## src/rtl/register_serial_tx.sv

```systemverilog
// Serial transmitter: frames a WIDTH-bit word as start(0), data LSB-first, stop(1).
// Latency: start bit on tx the cycle after accept; frame is (WIDTH+2)*CLKS_PER_BIT cycles.
// Backpressure: load_ready is high only in IDLE; load_valid while busy is ignored.
module register_serial_tx #(
   parameter int WIDTH        = 7,
   parameter int CLKS_PER_BIT = 4
) (
   input  logic             clk,
   input  logic             reset,
   input  logic             load_valid,
   input  logic [WIDTH-1:0] d,
   output logic             load_ready,
   output logic             tx,
   output logic             busy,
   output logic             done
);

   // bit counter wide enough for WIDTH-1, at least one bit
   localparam int BCW = (WIDTH > 1) ? $clog2(WIDTH) : 1;
   // cycle counter sized for the largest legal bit period (255)
   localparam logic [7:0]     CYC_LAST = 8'(CLKS_PER_BIT - 1);
   localparam logic [BCW-1:0] BIT_LAST = BCW'(WIDTH - 1);

   typedef enum logic [1:0] {
      IDLE  = 2'd0,
      START = 2'd1,
      DATA  = 2'd2,
      STOP  = 2'd3
   } state_t;

   state_t           state;
   state_t           state_nxt;
   logic [WIDTH-1:0] shift_reg;
   logic [WIDTH-1:0] shift_nxt;
   logic [7:0]       cyc_cnt;
   logic [BCW-1:0]   bit_cnt;
   logic             accept;
   logic             bit_end;
   logic             tx_nxt;
   logic             done_nxt;

   assign accept     = load_valid && (state == IDLE);
   assign bit_end    = (cyc_cnt == CYC_LAST);
   assign load_ready = (state == IDLE);
   assign busy       = (state != IDLE);

   // State register
   always_ff @(posedge clk or posedge reset) begin
      if (reset) begin
         state <= IDLE;
      end else begin
         state <= state_nxt;
      end
   end

   // Next-state: each non-idle phase advances at the end of its bit period
   always_comb begin
      state_nxt = state;
      case (state)
         IDLE:    if (load_valid)                       state_nxt = START;
         START:   if (bit_end)                          state_nxt = DATA;
         DATA:    if (bit_end && (bit_cnt == BIT_LAST)) state_nxt = STOP;
         STOP:    if (bit_end)                          state_nxt = IDLE;
         default:                                       state_nxt = IDLE;
      endcase
   end

   // Shift register next value: load on accept, shift right at each data bit boundary
   always_comb begin
      shift_nxt = shift_reg;
      if (accept) begin
         shift_nxt = d;
      end else if ((state == DATA) && bit_end) begin
         shift_nxt = shift_reg >> 1;
      end
   end

   // Cycle/bit counters and shift register
   always_ff @(posedge clk or posedge reset) begin
      if (reset) begin
         cyc_cnt   <= 8'd0;
         bit_cnt   <= '0;
         shift_reg <= '0;
      end else begin
         shift_reg <= shift_nxt;
         if ((state == IDLE) || bit_end) begin
            cyc_cnt <= 8'd0;
         end else begin
            cyc_cnt <= cyc_cnt + 8'd1;
         end
         if ((state == DATA) && bit_end) begin
            bit_cnt <= (bit_cnt == BIT_LAST) ? '0 : bit_cnt + BCW'(1);
         end else if (state != DATA) begin
            bit_cnt <= '0;
         end
      end
   end

   // Output decode from the upcoming state so tx and done can be registered
   always_comb begin
      tx_nxt   = 1'b1;
      done_nxt = 1'b0;
      case (state_nxt)
         START:   tx_nxt = 1'b0;
         DATA:    tx_nxt = shift_nxt[0];
         default: tx_nxt = 1'b1;
      endcase
      if ((state != IDLE) && (state_nxt == IDLE)) begin
         done_nxt = 1'b1;
      end
   end

   // Registered serial line and completion pulse
   always_ff @(posedge clk or posedge reset) begin
      if (reset) begin
         tx   <= 1'b1;
         done <= 1'b0;
      end else begin
         tx   <= tx_nxt;
         done <= done_nxt;
      end
   end

endmodule
```

## config.mk

```make
export PLATFORM = sky130hd
export DESIGN_NAME = register_serial_tx
export DESIGN_NICKNAME = d
export VERILOG_FILES = /design/src/rtl/register_serial_tx.sv
export SDC_FILE = /design/constraint.sdc
export NUM_CORES = 1
export LEC_CHECK = 0
export BUFFER_PORTS_ARGS = -buffer_cell sky130_fd_sc_hd__buf_2
export CORE_MARGIN = 2
export CORE_UTILIZATION = 45
export DETAILED_ROUTE_END_ITERATION = 8
export GPL_ROUTABILITY_DRIVEN = 0
export PLACE_DENSITY_LB_ADDON = 0.08
export SKIP_CTS_REPAIR_TIMING = 1
export SYNTH_ARGS = -nofsm -noshare
export SYNTH_HDL_FRONTEND = slang
export SYNTH_SLANG_ARGS = --single-unit
```

## constraint.sdc

```tcl
create_clock -name clk -period 2.6 [get_ports clk]
set_input_delay 0.26 -clock clk [delete_from_list [all_inputs] [get_ports clk]]
set_output_delay 0.26 -clock clk [all_outputs]
set_load 0.005 [all_outputs]
```

==> metrics.txt, run 1 <==
Critical Path Fanout Max=7; first-pass GRT wire length=~3000 µm; Die H=a little over 50 µm; Power Internal=0.6666 mW; status=complete, no violations; initial drt markers=17; sequential-to-total area share from yosys stat=0.5339; Syn Nets=114; Synthesis Warnings=0; Clock Tree Root=clkbuf_4; Core Region=2191 µm²; max layer used=met4; Max Cap Violations=0; drt total wl=1873 µm; vias in the first global route=just under 700; xor/xnor share of the synthesized area=0.05085; Starting Density=0.4717; post-synthesis adder-cell area fraction=0.01211; min Tclk post-route=2.159 ns; Required @ worst endpoint=2.77 ns; sequential share of power=0.512; placed cell areas=roughly 1100 µm²; layout cell share with drive strength beyond 1=0.1864; GRT Overall Usage=0.1521; diode count=0; leak pwr=about 0.57 nW; fin. max-slew vios=0; main combinational cell family by area after synthesis=simple AND/OR/NAND/NOR gates; clock power share=0.149; Synth Area in Compound Gates=0.08111; setup_tns=0 ns; routed wl met3=roughly 90 µm; Avg Cell Area, Syn=10.03 µm²; slew margin rel.=0.4611; H-tree Lvls=1; flops & latches, synth=22; r2r endpoint=shift_reg[0]$_DFF_PP0_; nets=between 100 and 150; Post-DP HPWL=1363 µm; post-route cell area=1151 µm²; worst setup path class=reg -> reg; Simple-Gate Fraction of Synth Area=0.2276; WHS=0.09664 ns; Net Sw Power=about 0.36 mW; Peak VDD IR=between 0.4 and 0.5 mV; clock sinks=22; # DRC=0; Hold Path Class=in -> async; Vias=775; Critical Path AT=2.33 ns; WL met1=913 µm; final hold violations=0; DR vias/cell=about 5.3; Worst R2R Path Depth=5; Die ar.=2696 µm²; CTS max path bufs=2; CP endpoint kind=flop; initial antenna violation count=0; TritonCTS Buffers=3; reg-to-reg slack, setup=0.44 ns; largest net degree at the start of global routing=23; reg2reg start=cyc_cnt[0]$_DFF_PP0_; I/O Buffers=13; Storage cell area=551.8 µm²; gr ovfl total=0; insertion delay to the later sink of the worst-skew pair=0.30 ns; Worst-Margin Slew=between 0.8 and 0.9 ns; Filler cells=211; switching portion of total power=0.3528; PwrDens=around 890 nW/µm²; area growth from synthesis to layout=11.38%; crit start category=flop; Setup Viol. Count Final=0; fin crit share=0.8303; Tot Pwr=1.030 mW; max reg flops=8; mux cell area share after synthesis=0.06780; combinational share of power=0.339; fmax=0.4632 GHz; footprint of the multi-input gates=between 400 and 500 µm²; WL met2=857 µm; Die W=approximately 52 µm; I/O pins=14; CTS tree=built; row count=17; synth unique cells=28; RSZ-0062 raised after global routing=no; skew final=0.001399 ns; ANT nets after route=0; routed wire length per instance=12.83 µm; Mapped Area=roughly 1000 µm²; placed insts=approximately 140; Finished Layout Cells=around 150; cells after synthesis=103; CTS clk-pin slew, worst paths=0.11 ns; router iterations before antenna repair=4
cells in the mapped netlist:
library cell | number | area [µm²]
a21oi_1 | 8 | 40.04
xnor2_1 | 1 | 8.760
buf_2 | 1 | 5.000
xor2_1 | 5 | 43.79
a211oi_1 | 1 | 7.510
nor3_1 | 1 | 5.000
nand2b_1 | 1 | 6.260
nand3_1 | 8 | 40.04
dfrtp_1 | 21 | 525.5
and3_1 | 3 | 18.77
dfstp_2 | 1 | 26.28
nand2_1 | 5 | 18.77
mux2i_1 | 7 | 70.07
nand3b_1 | 1 | 7.510
nor3b_1 | 1 | 7.510
inv_1 | 5 | 18.77
or2_2 | 1 | 6.260
a31oi_1 | 2 | 12.51
nor2_1 | 16 | 60.06
ha_1 | 1 | 12.51
and2_4 | 1 | 8.760
or3b_2 | 1 | 8.760
clkbuf_1 | 1 | 3.750
o21ai_0 | 3 | 15.01
a311oi_1 | 1 | 8.760
or3_1 | 2 | 12.51
or4_4 | 2 | 22.52
nor4_1 | 2 | 12.51
layout make-up:
cell class,instances,share of cell area
clock buffer,4,0.02283
inverter,5,0.01630
multi-input combinational,74,0.3946
sequential,22,0.4793
tap,28,0.03043
timing repair buffer,13,0.05652
power groups by stage:
stage | sequential [mW] | combinational (mW) | clock (mW)
2_1_floorplan | 0.515 | 0.268 | 0
3_3_place_gp | 0.530 | 0.351 | 0
3_5_place_dp | 0.533 | 0.351 | 0
4_1_cts | 0.525 | 0.354 | 0.165
5_1_grt | 0.540 | 0.404 | 0.177
6_report | 0.527 | 0.349 | 0.153
per-stage QoR:
stage	util	setup WS, ns
2_1_floorplan	-	0.6394
5_1_grt	0.5254	0.3475
3_3_place_gp	0.5134	0.5255
3_5_place_dp	0.5134	0.4576
6_report	0.5254	0.4413
4_1_cts	0.5254	0.4437
cells by family (layout without fill, tap and decap cells):
group | Yosys count | in the layout
compound gates | 15 | 15
xor+xnor | 6 | 6
fa+ha+maj | 1 | 1
buf+inv | 7 | 22
flops | 22 | 22
mux | 7 | 7
simple gates | 45 | 45
layer usage:
layer  GRT usage  up-vias
li1            -      385
met1      0.2218      368
met3     0.02586        2
met2      0.2215       20
met5           0        -
met4     0.06579        0
how the worst max path moves through the flow:
| stage | depth (start not counted) | start | to |
|---|---|---|---|
| after CTS | 5 | cyc_cnt[0]$_DFF_PP0_ | shift_reg[0]$_DFF_PP0_ |
| final | 5 | cyc_cnt[0]$_DFF_PP0_ | shift_reg[0]$_DFF_PP0_ |
| after global routing | 5 | cyc_cnt[0]$_DFF_PP0_ | shift_reg[0]$_DFF_PP0_ |
| after detailed placement | 5 | cyc_cnt[0]$_DFF_PP0_ | shift_reg[0]$_DFF_PP0_ |
| after global placement | 5 | cyc_cnt[0]$_DFF_PP0_ | shift_reg[0]$_DFF_PP0_ |
| after floorplan | 5 | cyc_cnt[0]$_DFF_PP0_ | tx$_DFF_PP1_ |
critical path: stages (launching register included):
cell	delay, ns
dfrtp_1	0.42
ha_1	0.26
or3b_2	0.50
or3_1	0.49
mux2i_1	0.26
a21oi_1	0.09
cell usage in the layout, fill, tap and decap left out, types with 2 or more instances in the layout:
cell,Yosys,routed
inv_1,5,5
nor4_1,2,2
clkbuf_4,0,3
mux2i_1,7,7
o21ai_0,3,3
or3_1,2,2
a31oi_1,2,2
and3_1,3,3
dfrtp_1,21,21
a21oi_1,8,8
buf_2,1,13
nand2_1,5,5
nand3_1,8,8
or4_4,2,2
nor2_1,16,16
xor2_1,5,5
No activity file was read; power rests on OpenSTA's default activity.
==> run 2: changes to the inputs <==
--- a/config.mk
+++ b/config.mk
@@ -5,6 +5,7 @@
 export SDC_FILE = /design/constraint.sdc
 export NUM_CORES = 1
 export LEC_CHECK = 0
+export ABC_AREA = 1
 export BUFFER_PORTS_ARGS = -buffer_cell sky130_fd_sc_hd__buf_2
 export CORE_MARGIN = 2
 export CORE_UTILIZATION = 45
==> constraint.sdc (replaced) <==
create_clock -name clk -period 2.3 [get_ports clk]
set_input_delay 0.23 -clock clk [delete_from_list [all_inputs] [get_ports clk]]
set_output_delay 0.23 -clock clk [all_outputs]
set_load 0.005 [all_outputs]
==> run 2 against run 1 <==
Net effect:
- via count is 19% higher
- die area rose by 13%
- sequential power rose by 13%
- area after synthesis grew 14%
- worst hold slack got worse by 0.028 ns
- register-to-register slack gained 0.43 ns
- sequential share of layout area fell by 5.6 points
- largest cell class unchanged
==> metrics.txt, run 2 <==
status=complete, no violations; Max Cap Violations=0; Setup Viol. Count Final=0; clock sinks=22; Filler cells=250; # DRC=0; Synth area leader=dfrtp_1; leak pwr=0.6318 nW; Core Region=2477 µm²; insertion delay to the later sink of the worst-skew pair=0.30 ns; Worst R2R Path Depth=11; Required @ worst endpoint=2.07 ns; Die H=55.23 µm; synth top area cells=dfrtp_1 44%, nand2_1 8.9%, inv_1 5.1%, nand2_2 4.2%, nor2_4 3.8%; Hold Path Class=in -> async; slew margin rel.=0.4417; mux cell area share after synthesis=0; fin crit share=0.6497; Clock Tree Root=clkbuf_4; critical path's largest stage delay=about 0.54 ns; GRT Overall Usage=0.1593; vias in the first global route=932; flops & latches, synth=22; layout cell share with drive strength beyond 1=0.3013; largest net degree at the start of global routing=23; skew final=0.006551 ns; setup ws final=roughly 0.81 ns; crit start category=flop; DR vias/cell=4.957; I/O pins=14; Critical Path Fanout Max=8; CTS max path bufs=2; TritonCTS Buffers=3; router iterations before antenna repair=4; max reg flops=8; post-synthesis adder-cell area fraction=0.01059; Die W=55.23 µm; Simple-Gate Fraction of Synth Area=0.3496; main combinational cell family by area after synthesis=simple AND/OR/NAND/NOR gates; first-pass GRT wire length=3939 µm; Synthesis Warnings=0; Post-Place Setup Slack=0.8801 ns; H-tree Lvls=1; xor/xnor share of the synthesized area=0.007415; RSZ-0062 raised after global routing=no; Synth Flop Type=dfrtp_1; critical path's slowest cell=dfrtp_1; row count=18; commonest non-fill, non-tap cell in the layout=nand2_1; I/O Buffers=13; Starting Density=0.4768; crit-path cells=nor2_4, inv_1, buf_2; count of flip-flops with a built-in enable after synthesis=0; synth unique cells=23; r2r endpoint=tx$_DFF_PP1_; area growth from synthesis to layout=10.28%; CTS clk-pin slew, worst paths=0.12 ns; top-count cell post-synth=nand2_1; Post-DP HPWL=1695 µm; CP endpoint kind=primary output; Worst Path Buf+Inv=2; cells after synthesis=140; Die ar.=3050 µm²; diode count=0; ANT nets after route=0; Mapped Area=1181 µm²; drt total wl=2149 µm; min Tclk post-route=1.494 ns; Critical Path AT=1.26 ns; WHS=0.06821 ns; CP top delay family=flip-flops; CTS tree=built; most frequent cells after synthesis=28 x nand2_1, 21 x dfrtp_1, 16 x inv_1; Syn Nets=151; initial drt markers=13; setup_tns=0 ns; Synth top area share=0.4449; sequential-to-total area share from yosys stat=0.4672; routed wire length per instance=11.55 µm; PwrDens=1020 nW/µm²; final hold violations=0; worst setup path class=reg -> out; Avg Cell Area, Syn=between 8 and 9 µm²; initial antenna violation count=0; Peak VDD IR=0.5411 mV; nets=around 170; Worst-Margin Slew=0.8365 ns; Synth Area in Compound Gates=0.08581; most frequent cells in the layout=28 x nand2_1, 21 x dfrtp_1, 16 x inv_1, 13 x buf_2, 11 x nor2_1; reg-to-reg slack, setup=0.87 ns; fmax=0.6692 GHz; reg2reg start=cyc_cnt[0]$_DFF_PP0_; Post-synth ARST share=1.000; Crit. path cell count=3; fin. max-slew vios=0; gr ovfl total=0; Vias=922
## run 2: cell count changes after synthesis, sizes merged, moves of 3 or more
cell / change
nand2: +32
inv: +18
mux2i: -7
o221ai: +5
nand3: +4
nor2: +4
xor2: -4
and3: -3
## run 2: logic make-up (layout without fill, tap and decap cells)
family,Yosys count,after routing
simple gates,76,76
buf+inv,24,40
flops,22,22
compound gates,16,16
fa+ha+maj,1,1
xor+xnor,1,1
## run 2: how the worst max path moves through the flow
| stage | start | slack [ns] | to |
|---|---|---|---|
| after global placement | cyc_cnt[0]$_DFF_PP0_ | 0.92 | tx$_DFF_PP1_ |
| after detailed placement | cyc_cnt[0]$_DFF_PP0_ | 0.88 | tx$_DFF_PP1_ |
| after global routing | cyc_cnt[0]$_DFF_PP0_ | 0.65 | tx$_DFF_PP1_ |
| after floorplan | cyc_cnt[0]$_DFF_PP0_ | 1.05 | tx$_DFF_PP1_ |
| final | state[0]$_DFF_PP0_ | 0.81 | busy |
| after CTS | state[0]$_DFF_PP0_ | 0.80 | busy |
## run 2: layout make-up
cell class / instances / area (µm²) / area share
well taps: 30 / 37.54 / 0.02882
multi-input cells: 94 / 535.5 / 0.4111
inverters: 23 / 86.33 / 0.06628
clock buffers: 4 / 26.28 / 0.02017
repair buffers: 13 / 65.06 / 0.04995
flip-flops and latches: 22 / 551.8 / 0.4236
## run 2: where the power goes
part           switching [mW]  internal [mW]  total [mW]  leakage (nW)
combinational           0.343          0.211       0.554         0.332
sequential             0.0872          0.507       0.594         0.285
clock                   0.114         0.0676       0.181        0.0150
## run 2: metal layers
metal	GRT usage	vias to the layer above	routed length (µm)
li1	-	481	-
met2	0.2585	12	1014
met4	0.06272	0	13
met1	0.2127	427	1040
met5	0	-	0
met3	0.02576	2	80
## run 2: metrics by stage
step | cells | total power, mW | area [µm²] | util
after floorplan | 140 | 1.038 | 1181 | -
after global placement | 182 | 1.152 | 1276 | 0.5152
after detailed placement | 182 | 1.166 | 1276 | 0.5152
after CTS | 186 | 1.349 | 1303 | 0.5258
after global routing | 186 | 1.460 | 1303 | 0.5258
final | 186 | 1.329 | 1303 | 0.5258
==> run 3: changes to the inputs <==
==> constraint.sdc (replaced) <==
create_clock -name clk -period 1.25 [get_ports clk]
set_input_delay 0.125 -clock clk [delete_from_list [all_inputs] [get_ports clk]]
set_output_delay 0.125 -clock clk [all_outputs]
set_load 0.005 [all_outputs]
==> run 3 against run 2 <==
Net effect:
- the run now ends with negative setup slack left
- sequential share of layout area decreased by 5.3 points
- core utilization rose by 7.7 points
- clock-buffer cell count down 1
- power up 120%
- wire length is 2.6% higher
- die area did not move
- global-route usage is 1.1 points lower
- register-to-register slack lost 0.94 ns
- sequential power up 84%
- combinational power is 130% higher
==> metrics.txt, run 3 (same netlist as run 2, synthesis figures left out) <==
# DRC=0; Peak VDD IR=1.092 mV; RSZ-0062 raised after global routing=yes; r2r endpoint=shift_reg[4]$_DFFE_PP0P_; Starting Density=0.4768; nets=182; Critical path origin=cyc_cnt[0]$_DFF_PP0_; worst setup path class=reg -> reg; first-pass GRT wire length=3760 µm; setup_tns=-0.5475 ns; fmax=0.7570 GHz; Max Cap Violations=0; fin. max-slew vios=0; Die ar.=3050 µm²; skew final=slightly above 0.007 ns; min Tclk post-route=1.321 ns; Setup Viol. Count Final=12; DR vias/cell=4.800; CP Capture Point=shift_reg[4]$_DFFE_PP0P_; setup ws final=-0.07094 ns; Hold Path Class=in -> reg; max reg flops=8; Tot Pwr=between 2 and 3 mW; clock sinks=22; Clock Tree Root=clkbuf_4; gr ovfl total=0; Filler cells=228; CTS tree=built; Worst-Margin Slew=0.2804 ns; vias in the first global route=888; post-route cell area=approximately 1500 µm²; Critical Path Fanout Max=7; layout cell share with drive strength beyond 1=0.4294; Core Region=2477 µm²; Post-Place Setup Slack=-0.07995 ns; slew margin rel.=0.8131; status=finished, violations left; reg-to-reg slack, setup=-0.07 ns; largest net degree at the start of global routing=23; insertion delay to the later sink of the worst-skew pair=0.31 ns; I/O pins=14; initial antenna violation count=0; CP endpoint kind=flop; WHS=about 0.012 ns; drt total wl=around 2200 µm; Finished Layout Cells=200; placed insts=193; most frequent cells in the layout=26 x nand2_1, 20 x dfrtp_1, 14 x inv_1, 13 x buf_2, 12 x buf_4; row count=18; initial drt markers=22; Vias=960; leak pwr=0.7220 nW; Required @ worst endpoint=1.45 ns; fin crit share=1.057; area growth from synthesis to layout=26.38%; Post-DP HPWL=~1600 µm; router iterations before antenna repair=4; commonest non-fill, non-tap cell in the layout=nand2_1; GRT Overall Usage=0.1488; PwrDens=just under 2000 nW/µm²; placed cell areas=roughly 1400 µm²; Worst R2R Path Depth=6; crit start category=flop; CTS max path bufs=2; I/O Buffers=13; Critical Path AT=around 1.5 ns; CTS clk-pin slew, worst paths=0.13 ns; failing checks=negative setup slack; TritonCTS Buffers=3; final hold violations=0; routed wire length per instance=between 10 and 15 µm; reg2reg start=cyc_cnt[0]$_DFF_PP0_; Die H=55.23 µm; Die W=55.23 µm; fin util=0.6025; diode count=0; H-tree Lvls=1; ANT nets after route=0
==> run 3: cell count changes in the layout (fill, tap and decap cells not counted), moves of 2 or more <==
cell / previous run / this run
nand2_1: 28 / 26
nor2_1: 11 / 9
o21ai_1: 0 / 2
inv_1: 16 / 14
nor2_2: 5 / 7
nand3_1: 8 / 6
nand3_2: 4 / 6
buf_4: 0 / 12
o21ai_0: 4 / 2
nand2_2: 8 / 10
==> run 3: worst max-delay path, cell delays in order (launching register included) <==
cell,delay (ns)
dfrtp_1,0.42
ha_4,0.19
nand2_2,0.08
nor2_4,0.14
nand2_2,0.13
nand2_2,0.14
o221ai_1,0.12
==> run 3: layer usage <==
layer  routed length [µm]  track usage
met2                 1047       0.2262
met3                   67      0.02108
met4                    0      0.04181
met5                    0            0
met1                 1089       0.2211
==> run 3: layout make-up <==
type,instances,area (µm²),area share
well taps,30,37.54,0.02515
flip-flops and latches,22,553.0,0.3705
clock buffers,3,22.52,0.01509
multi-input cells,94,584.3,0.3915
clock inverters,1,30.03,0.02012
inverters,23,88.84,0.05951
repair buffers,27,176.4,0.1182
==> run 3: report_power, final <==
part	internal, mW	total [mW]	switching, mW
clock	0.324	0.547	0.223
combinational	0.566	1.30	0.730
sequential	0.936	1.09	0.154
==> run 3: worst min path at each step <==
stage               start                       end  cells after the start
floorplan           reset    bit_cnt[0]$_DFFE_PP0P_                      1
global placement    reset      cyc_cnt[0]$_DFF_PP0_                      3
detailed placement  reset      cyc_cnt[1]$_DFF_PP0_                      3
CTS                 reset  shift_reg[3]$_DFFE_PP0P_                      3
global route         d[5]  shift_reg[5]$_DFFE_PP0P_                      3
finish               d[6]  shift_reg[6]$_DFFE_PP0P_                      3
